`config.mk`:
```
export PLATFORM = sky130hd
export DESIGN_NAME = systolic_skew_feeder
export DESIGN_NICKNAME = d
export VERILOG_FILES = /design/src/rtl/systolic_skew_feeder.sv
export SDC_FILE = /design/constraint.sdc
export NUM_CORES = 1
export LEC_CHECK = 0
export CAP_MARGIN = 20
export CORE_MARGIN = 4
export CORE_UTILIZATION = 52
export DETAILED_ROUTE_END_ITERATION = 8
export GPL_ROUTABILITY_DRIVEN = 0
export PLACE_DENSITY = 0.8
export SLEW_MARGIN = 20
export SYNTH_ARGS = -nofsm -noshare
export SYNTH_HDL_FRONTEND = slang
export SYNTH_SLANG_ARGS = --single-unit
```
`constraint.sdc`:
```
create_clock -name clk -period 2.5 [get_ports clk]
set_clock_uncertainty 0.2 [all_clocks]
set_input_delay 0.25 -clock clk [delete_from_list [all_inputs] [get_ports clk]]
set_output_delay 0.25 -clock clk [all_outputs]
set_load 0.005 [all_outputs]
```
`src/rtl/systolic_skew_feeder.sv`:
```
// systolic_skew_feeder
// Pops row vectors from a show-ahead FIFO and feeds them into the left edge
// of a systolic array with a diagonal skew: lane i lags lane 0 by i cycles.
// One burst of num_rows vectors runs per start. When the FIFO runs empty,
// bubbles are inserted. At the end of the burst the skew pipe is flushed.
// When array_ready is low, every register holds its value.
//
// state | meaning
// IDLE  | waiting for start; injects bubbles
// FEED  | popping rows while the FIFO has data and the array is ready
// FLUSH | last row popped; pushing it through the remaining LANES-1 stages
// DONE  | last row fully on array_data; done pulse, back to IDLE next cycle
module systolic_skew_feeder #(
    parameter int LANES  = 4,
    parameter int WIDTH  = 8,
    parameter int ROWS_W = 16
) (
    input  logic                   clk,
    input  logic                   rst,
    input  logic                   start,
    input  logic [ROWS_W-1:0]      num_rows,
    input  logic                   fifo_empty,
    input  logic [LANES*WIDTH-1:0] fifo_rdata,
    output logic                   fifo_rd_en,
    input  logic                   array_ready,
    output logic [LANES*WIDTH-1:0] array_data,
    output logic [LANES-1:0]       array_valid,
    output logic                   busy,
    output logic                   done
);

    // Flush counter only needs to hold LANES-1.
    localparam int FLUSH_W = (LANES > 1) ? $clog2(LANES) : 1;
    localparam logic [FLUSH_W-1:0] FLUSH_LOAD = FLUSH_W'(LANES - 1);

    typedef enum logic [1:0] {
        S_IDLE  = 2'd0,
        S_FEED  = 2'd1,
        S_FLUSH = 2'd2,
        S_DONE  = 2'd3
    } state_t;

    state_t              state_q, state_d;
    logic [ROWS_W-1:0]   rows_left_q, rows_left_d;
    logic [FLUSH_W-1:0]  flush_cnt_q, flush_cnt_d;
    logic                busy_q, busy_d;
    logic                done_q, done_d;

    logic                pop;
    logic                last_pop;

    assign pop        = (state_q == S_FEED) & ~fifo_empty & array_ready & ~rst;
    assign last_pop   = pop & (rows_left_q == ROWS_W'(1));
    assign fifo_rd_en = pop;
    assign busy       = busy_q;
    assign done       = done_q;

    // Next-state, row counter and flush down-counter decisions.
    always_comb begin
        state_d     = state_q;
        rows_left_d = rows_left_q;
        flush_cnt_d = flush_cnt_q;
        case (state_q)
            S_IDLE: begin
                if (start) begin
                    rows_left_d = num_rows;
                    state_d     = (num_rows != '0) ? S_FEED : S_DONE;
                end
            end
            S_FEED: begin
                if (pop) begin
                    rows_left_d = rows_left_q - ROWS_W'(1);
                    if (last_pop) begin
                        if (LANES > 1) begin
                            state_d     = S_FLUSH;
                            flush_cnt_d = FLUSH_LOAD;
                        end else begin
                            state_d = S_DONE;
                        end
                    end
                end
            end
            S_FLUSH: begin
                if (array_ready) begin
                    flush_cnt_d = flush_cnt_q - FLUSH_W'(1);
                    if (flush_cnt_q == FLUSH_W'(1)) begin
                        state_d = S_DONE;
                    end
                end
            end
            S_DONE: begin
                state_d = S_IDLE;
            end
            default: begin
                state_d = S_IDLE;
            end
        endcase
        busy_d = (state_d != S_IDLE);
        done_d = (state_d == S_DONE);
    end

    // Control registers; busy/done are registered from the next state.
    always_ff @(posedge clk) begin
        if (rst) begin
            state_q     <= S_IDLE;
            rows_left_q <= '0;
            flush_cnt_q <= '0;
            busy_q      <= 1'b0;
            done_q      <= 1'b0;
        end else begin
            state_q     <= state_d;
            rows_left_q <= rows_left_d;
            flush_cnt_q <= flush_cnt_d;
            busy_q      <= busy_d;
            done_q      <= done_d;
        end
    end

    // Lane i is an (i+1)-stage shift register of {valid, data}.
    // All lanes load stage 0 on the same cycle. The stage count gives the skew.
    for (genvar i = 0; i < LANES; i++) begin : g_lane
        logic [i:0]            valid_q, valid_d;
        logic [i:0][WIDTH-1:0] data_q, data_d;

        // Inject a popped element or a zero bubble, then shift, but only on advance.
        always_comb begin
            valid_d = valid_q;
            data_d  = data_q;
            if (array_ready) begin
                valid_d[0] = pop;
                data_d[0]  = pop ? fifo_rdata[i*WIDTH +: WIDTH] : '0;
                for (int k = 1; k <= i; k++) begin
                    valid_d[k] = valid_q[k-1];
                    data_d[k]  = data_q[k-1];
                end
            end
        end

        // Skew stage registers.
        always_ff @(posedge clk) begin
            if (rst) begin
                valid_q <= '0;
                data_q  <= '0;
            end else begin
                valid_q <= valid_d;
                data_q  <= data_d;
            end
        end

        assign array_valid[i]               = valid_q[i];
        assign array_data[i*WIDTH +: WIDTH] = data_q[i];
    end

endmodule

```
==> results.md, run 1 <==
* Register share of total power at 53.3%
* Clk pin slew, worst setup/hold paths at 0.10 ns
* First-pass GRT wire length at 16.7 mm
* Max FO, Critical Path at 10
* Post-synthesis simple-gate area fraction at 21.7%
* Via count at 3761
* Critical Path, Cell by Cell: nand4bb_4 > nor2_4 > clkdlybuf4s50_1
* # hold bufs at CTS at 0
* Post-detailed-route wirelength per cell at 15.0 um
* Endpoint class of the critical path: output pin
* CP Data Required Time at 2.05 ns
* Die area at 0.0105 sq mm
* Synth warn at 0
* Post-synthesis compound-gate area fraction at 12.7%
* RSZ-0062 raised after global routing: no
* Vias/cell at 5.50
* Max Cap Violations at 0
* Site row count at 34
* Comb pwr share at 13.5%
* Max Clk Rate at 456 MHz
* 1st-iter DRT viols at 194
* Detailed-router iteration count before antenna repair at 5
* Area delta synth->final at 21.4%
* Netlist cell types at 55
* Die width at 103 um
* Post-route ant nets at 0
* Critical path's slowest cell: dfxtp_1
* Main synth FF type: dfxtp_1
* Async set or reset register ratio after synthesis at 0%
* Largest family of logic cells by synthesized area: simple AND/OR/NAND/NOR gates
* Share of cells above drive strength 1 at 6.60%
* Pwr Total at 3300 uW
* Diode count at 0
* Setup tns final at 0 ns
* Lkg Pwr at 0.00221 uW
* Worst reg-to-reg path cell count at 4
* Crit-path max cell delay at 0.53 ns
* Worst-Margin Slew at 0.701 ns
* Mapped Avg Cell Area at 8.98 sq um
* Post-Syn Instances at 517
* Post-Syn Nets at 573
* Peak supply drop at 0.333 mV
* Initial antenna violation count at 0
* Pin count of the biggest net entering global routing at 87
* # Post-CTS Setup Buffers at 0
* Period utilisation layout at 87.8%
* Crit path time final at 2.19 ns
* Wl on met1 at 4.40 mm
* Post-route DRC at 0
* Status: completed
* Int Pwr at 2470 uW
* Initial Utilization at 53.3%
* Root Driver: clkbuf_8
* Hold Crit Start: array_ready
* Die H at 103 um
* Clk buf depth at 2
* Reg2reg start: state_q[0]$_SDFF_PP0_
* Cell Pwr Density at 586 mW/mm^2
* Core Region at 0.00872 sq mm
* Clock power share at 33.2%
* Total CTS buffers at 9
* Reg2reg end: rows_left_q[11]$_SDFFE_PP0P_
* Endpoints failing setup at 0
* Fin. Hold Viols at 0
* EDFF count, synth at 0
* Relative slew slack at 53.2%
* Top sig layer: met4
* Cell area after synthesis at 0.00464 sq mm
* Yosys reg bits at 106
* Met2 wire length at 5.09 mm
* Sink Count at 106
* CTS tree: done
* CTS resizes at 0
* Post-Synth Adder-Cell Area at 0.808%
* Worst Hold Path Cells at 2
* Xor/xnor share of the synthesized area at 0%
* Port Buffer Count at 91
* Routed Wire Length at 10.3 mm
* Met3 WL at 560 um
* FILL cells at 711
* Number of global-route vias before repair at 3517
* Mux share of post-synthesis cell area at 11.0%
* P_sw at 839 uW
* Worst Hold End: g_lane[1].valid_q[0]$_SDFFE_PP0P_
* Crit path DAT at 1.74 ns
* Sequential share of the synthesized area at 45.7%
* Total Routing Usage GR at 19.8%
* DP HPWL at 7.11 mm
* Multi-input logic area at 0.00215 sq mm
* Nets@finish at 627
* I/O pin cnt at 92
* Crit Path Class: reg2out
* Flop2flop setup slack at 0.46 ns
* Crit start category: register
* Sw Share at 25.4%
* Hold Crit Class: in2reg
* Layout Utilization at 64.7%
* CTS H-tree lvls at 3
* Gr ovfl total at 0
* Clk Latency, worst-skew pair at 0.35 ns
* Reg area at 0.00212 sq mm
* Slew Limit Fails at 0
-- placed cells by master, fill, tap and decap left out, types with 10 or more instances in the layout --
| master | count |
|---|---|
| a21oi_1 | 50 |
| clkbuf_8 | 11 |
| clkdlybuf4s50_1 | 89 |
| mux2i_1 | 51 |
| nor2_1 | 98 |
| inv_1 | 10 |
| nor2b_1 | 36 |
| dfxtp_1 | 106 |
| nand2_1 | 19 |
| buf_4 | 10 |
-- cell usage after synthesis (all sizes together), types with 2 or more instances --
cell	number	area share (%)
a21o	5	0.97
a21oi	52	5.8
a22oi	2	0.32
a2bb2oi	2	0.38
a31oi	4	0.54
a32o	2	0.43
a41oi	2	0.38
and3	5	0.67
buf	46	6.4
clkbuf	11	0.89
dfxtp	106	46
ha	3	0.81
inv	10	0.81
mux2i	51	11
nand2	19	1.5
nand2b	2	0.32
nand3	7	0.75
nand4	8	1.1
nand4b	2	0.38
nor2	99	8.2
nor2b	36	4.8
nor3	4	0.78
nor3b	2	0.43
nor4	5	1.3
o21ai	11	1.2
o311ai	2	0.38
o32ai	2	0.38
-- kinds of logic after synthesis --
logic type	after synthesis
buffers and inverters	67
flip-flops	106
adder cells (fa/ha/maj)	3
AND/OR/NAND/NOR	195
AO/OA/AOI/OAI	95
multiplexers	51
-- metal layers --
layer,track usage [%],up-vias
li1,-,1860
met1,25.6,1774
met2,32.8,106
met3,3.99,21
met4,7.57,0
met5,0,-
-- power by group through the flow --
stage                     logic (uW)  registers, uW  clock network [uW]
after CTS                        446           1760                1120
after global placement           435           1800                   0
after global routing             489           1770                1190
final                            447           1760                1100
after floorplan                  281           1790                   0
after detailed placement         443           1800                   0
-- flip-flops by register name, indices dropped and copies added, names as in the netlist --
name,count
state_q,2
array_data,24
g_lane.data_q,56
rows_left_q,16
done,1
flush_cnt_q,2
g_lane.valid_q,4
busy,1
-- cell type report --
cell class | instances | share of cell area [%]
Clock inverter | 4 | 0.998
Timing Repair Buffer | 100 | 17.5
Clock buffer | 12 | 2.75
Multi-Input combinational cell | 344 | 38.1
Inverter | 10 | 0.665
Tap cell | 108 | 2.40
Sequential cell | 106 | 37.6
-- how the worst max path moves through the flow --
stage / startpoint / to / slack (ns)
6_report: state_q[0]$_SDFF_PP0_ / fifo_rd_en / 0.31
5_1_grt: state_q[0]$_SDFF_PP0_ / fifo_rd_en / 0.23
4_1_cts: state_q[0]$_SDFF_PP0_ / fifo_rd_en / 0.28
3_5_place_dp: fifo_empty / flush_cnt_q[1]$_SDFFE_PP0P_ / 0.29
3_3_place_gp: fifo_empty / flush_cnt_q[1]$_SDFFE_PP0P_ / 0.33
2_1_floorplan: rows_left_q[0]$_SDFFE_PP0P_ / rows_left_q[12]$_SDFFE_PP0P_ / 0.67
-- through the flow --
stage               setup WS (ns)  std cells  hold WS, ns  instance area, sq um
finish                      0.306        684       0.0213                  5640
global route                0.227        684       0.0319                  5640
CTS                         0.280        684      0.00728                  5640
detailed placement          0.288        668        0.278                  5430
global placement            0.325        668        0.265                  5430
floorplan                   0.670        517        0.189                  4640
-- worst max-delay path: cells and delay by family, from the launching register on --
family,cells,cell delay [ns]
flip-flops,1,0.53
AND/OR/NAND/NOR,2,0.32
buffers and inverters,1,0.53
Note: power is estimated with default switching activity, not from simulation.
==> run 2: changes to the inputs <==
--- a/config.mk
+++ b/config.mk
@@ -11,6 +11,7 @@
 export DETAILED_ROUTE_END_ITERATION = 8
 export GPL_ROUTABILITY_DRIVEN = 0
 export PLACE_DENSITY = 0.8
+export SKIP_CTS_REPAIR_TIMING = 1
 export SLEW_MARGIN = 20
 export SYNTH_ARGS = -nofsm -noshare
 export SYNTH_HDL_FRONTEND = slang
==> results of run 2 <==
Same layout as run 1: the final DEF is identical, and so are final timing and power.
==> run 3: changes to the inputs <==
--- a/config.mk
+++ b/config.mk
@@ -6,7 +6,7 @@
 export NUM_CORES = 1
 export LEC_CHECK = 0
 export CAP_MARGIN = 20
-export CORE_MARGIN = 4
+export CORE_MARGIN = 1
 export CORE_UTILIZATION = 52
 export DETAILED_ROUTE_END_ITERATION = 8
 export GPL_ROUTABILITY_DRIVEN = 0
==> results.md, run 3 (synthesized netlist as in run 1, its figures left out) <==
* Max Clk Rate at 443 MHz
* Root Driver: clkbuf_8
* Share of cells above drive strength 1 at 6.77%
* Total CTS buffers at 9
* Worst hold slack at 0.0957 ns
* CP Data Required Time at 2.05 ns
* Total Routing Usage GR at 22.2%
* Initial Utilization at 53.5%
* Placed Area at 0.00543 sq mm
* Max Cap Violations at 0
* Lkg Pwr at 0.00221 uW
* Die H at 96.5 um
* Sink Count at 106
* Critical Path Sink: fifo_rd_en
* Slew Limit Fails at 0
* Crit-path max cell delay at 0.55 ns
* Die area at 0.00931 sq mm
* Crit path DAT at 1.81 ns
* Nets@finish at 627
* CTS H-tree lvls at 3
* CP top delay family: flip-flops
* Reg2reg end: flush_cnt_q[1]$_SDFFE_PP0P_
* Crit start category: register
* Setup tns final at 0 ns
* Crit Path Class: reg2out
* Port Buffer Count at 91
* Reg2reg start: state_q[0]$_SDFF_PP0_
* Critical path origin: state_q[0]$_SDFF_PP0_
* Core Region at 0.00868 sq mm
* Site row count at 34
* DP HPWL at 6.70 mm
* Most common cell after layout, fill and taps aside: dfxtp_1
* Period utilisation layout at 90.3%
* Post-route DRC at 0
* Diode count at 0
* Most frequent cells in the layout: dfxtp_1 (106), nor2_1 (98), clkdlybuf4s50_1 (89)
* Pin count of the biggest net entering global routing at 90
* RSZ-0062 raised after global routing: no
* Clk buf depth at 2
* Clk pin slew, worst setup/hold paths at 0.11 ns
* Routed Wire Length at 9.98 mm
* Die width at 96.5 um
* Gr ovfl total at 0
* CTS tree: done
* Flop2flop setup slack at 0.29 ns
* Clk Latency, worst-skew pair at 0.38 ns
* Detailed-router iteration count before antenna repair at 4
* FILL cells at 753
* Fin. Hold Viols at 0
* Hold Crit Start: array_ready
* First-pass GRT wire length at 15.9 mm
* Max FO, Critical Path at 10
* Pwr Total at 3290 uW
* Largest reg by FF count: g_lane.data_q
* Cell Pwr Density at 583 mW/mm^2
* Hold Crit Class: in2reg
* Slack of the critical path at 0.242 ns
* I/O pin cnt at 92
* Via count at 3731
* Number of global-route vias before repair at 3447
* Status: completed
* Worst reg-to-reg path cell count at 5
* Post-route cell area at 0.00564 sq mm
* 1st-iter DRT viols at 168
* Critical Path, Cell by Cell: nand4bb_4 > nor2_4 > clkdlybuf4s50_1
* CP Depth at 3
* Initial antenna violation count at 0
* Post-route ant nets at 0
* Dpl ws at 0.220 ns
* Relative slew slack at 60.2%
* Endpoints failing setup at 0
* Crit path time final at 2.26 ns
* Vias/cell at 5.45
* Endpoint class of the critical path: output pin
* Post-detailed-route wirelength per cell at 14.6 um
* Area delta synth->final at 21.4%
* Critical path's slowest cell: dfxtp_1
* Worst Path Buf+Inv at 1
* Peak supply drop at 0.327 mV
* Max reg flops at 56
* Worst-Margin Slew at 0.598 ns
run 3: cell types whose count changed in the layout (fill, tap and decap cells not counted):
cell / delta
buf_2: +1
inv_12: +1
inv_6: -1
buf_4: -1
clkbuf_8: -2
clkinv_8: +2
bufinv_16: -1
clkbuf_1: -1
inv_8: +2
run 3: final cells by class:
type | instances | area, sq um | share of cell area, %
clock inverters | 7 | 88.8 | 1.58
inverters | 10 | 37.5 | 0.666
well taps | 108 | 135 | 2.40
flip-flops and latches | 106 | 2120 | 37.6
multi-input cells | 344 | 2150 | 38.1
repair buffers | 100 | 983 | 17.4
clock buffers | 9 | 124 | 2.20
run 3: layer usage:
metal  part of all wire, %  GRT usage (%)
met1                    44           27.6
met3                   5.3           5.71
met5                     0              0
met2                    49           37.9
met4                   1.4           6.13
run 3: worst min-delay path by stage:
| stage | to | slack (ns) | cells after the start |
|---|---|---|---|
| 2_1_floorplan | g_lane[1].data_q[0]$_SDFFE_PP0P_ | 0.19 | 2 |
| 3_3_place_gp | flush_cnt_q[1]$_SDFFE_PP0P_ | 0.27 | 2 |
| 3_5_place_dp | array_data[14]$_SDFFE_PP0P_ | 0.28 | 2 |
| 4_1_cts | g_lane[1].valid_q[0]$_SDFFE_PP0P_ | 0.08 | 3 |
| 5_1_grt | g_lane[1].valid_q[0]$_SDFFE_PP0P_ | 0.12 | 3 |
| 6_report | g_lane[1].valid_q[0]$_SDFFE_PP0P_ | 0.1 | 3 |
run 3: where the power goes:
group          internal, uW  switching [uW]
clock network           412             667
logic                   215             230
registers              1720            39.4
total                  2350             937
run 3: per-stage QoR:
stage	std cells	utilization, %
6_report	684	65.0
5_1_grt	684	65.0
4_1_cts	684	65.0
3_5_place_dp	668	62.5
3_3_place_gp	668	62.5
2_1_floorplan	517	-
run 3: worst min-delay path, cell delays in order:
cell,delay (ns)
buf_4,0.14
nand4bb_4,0.14
o32ai_1,0.09
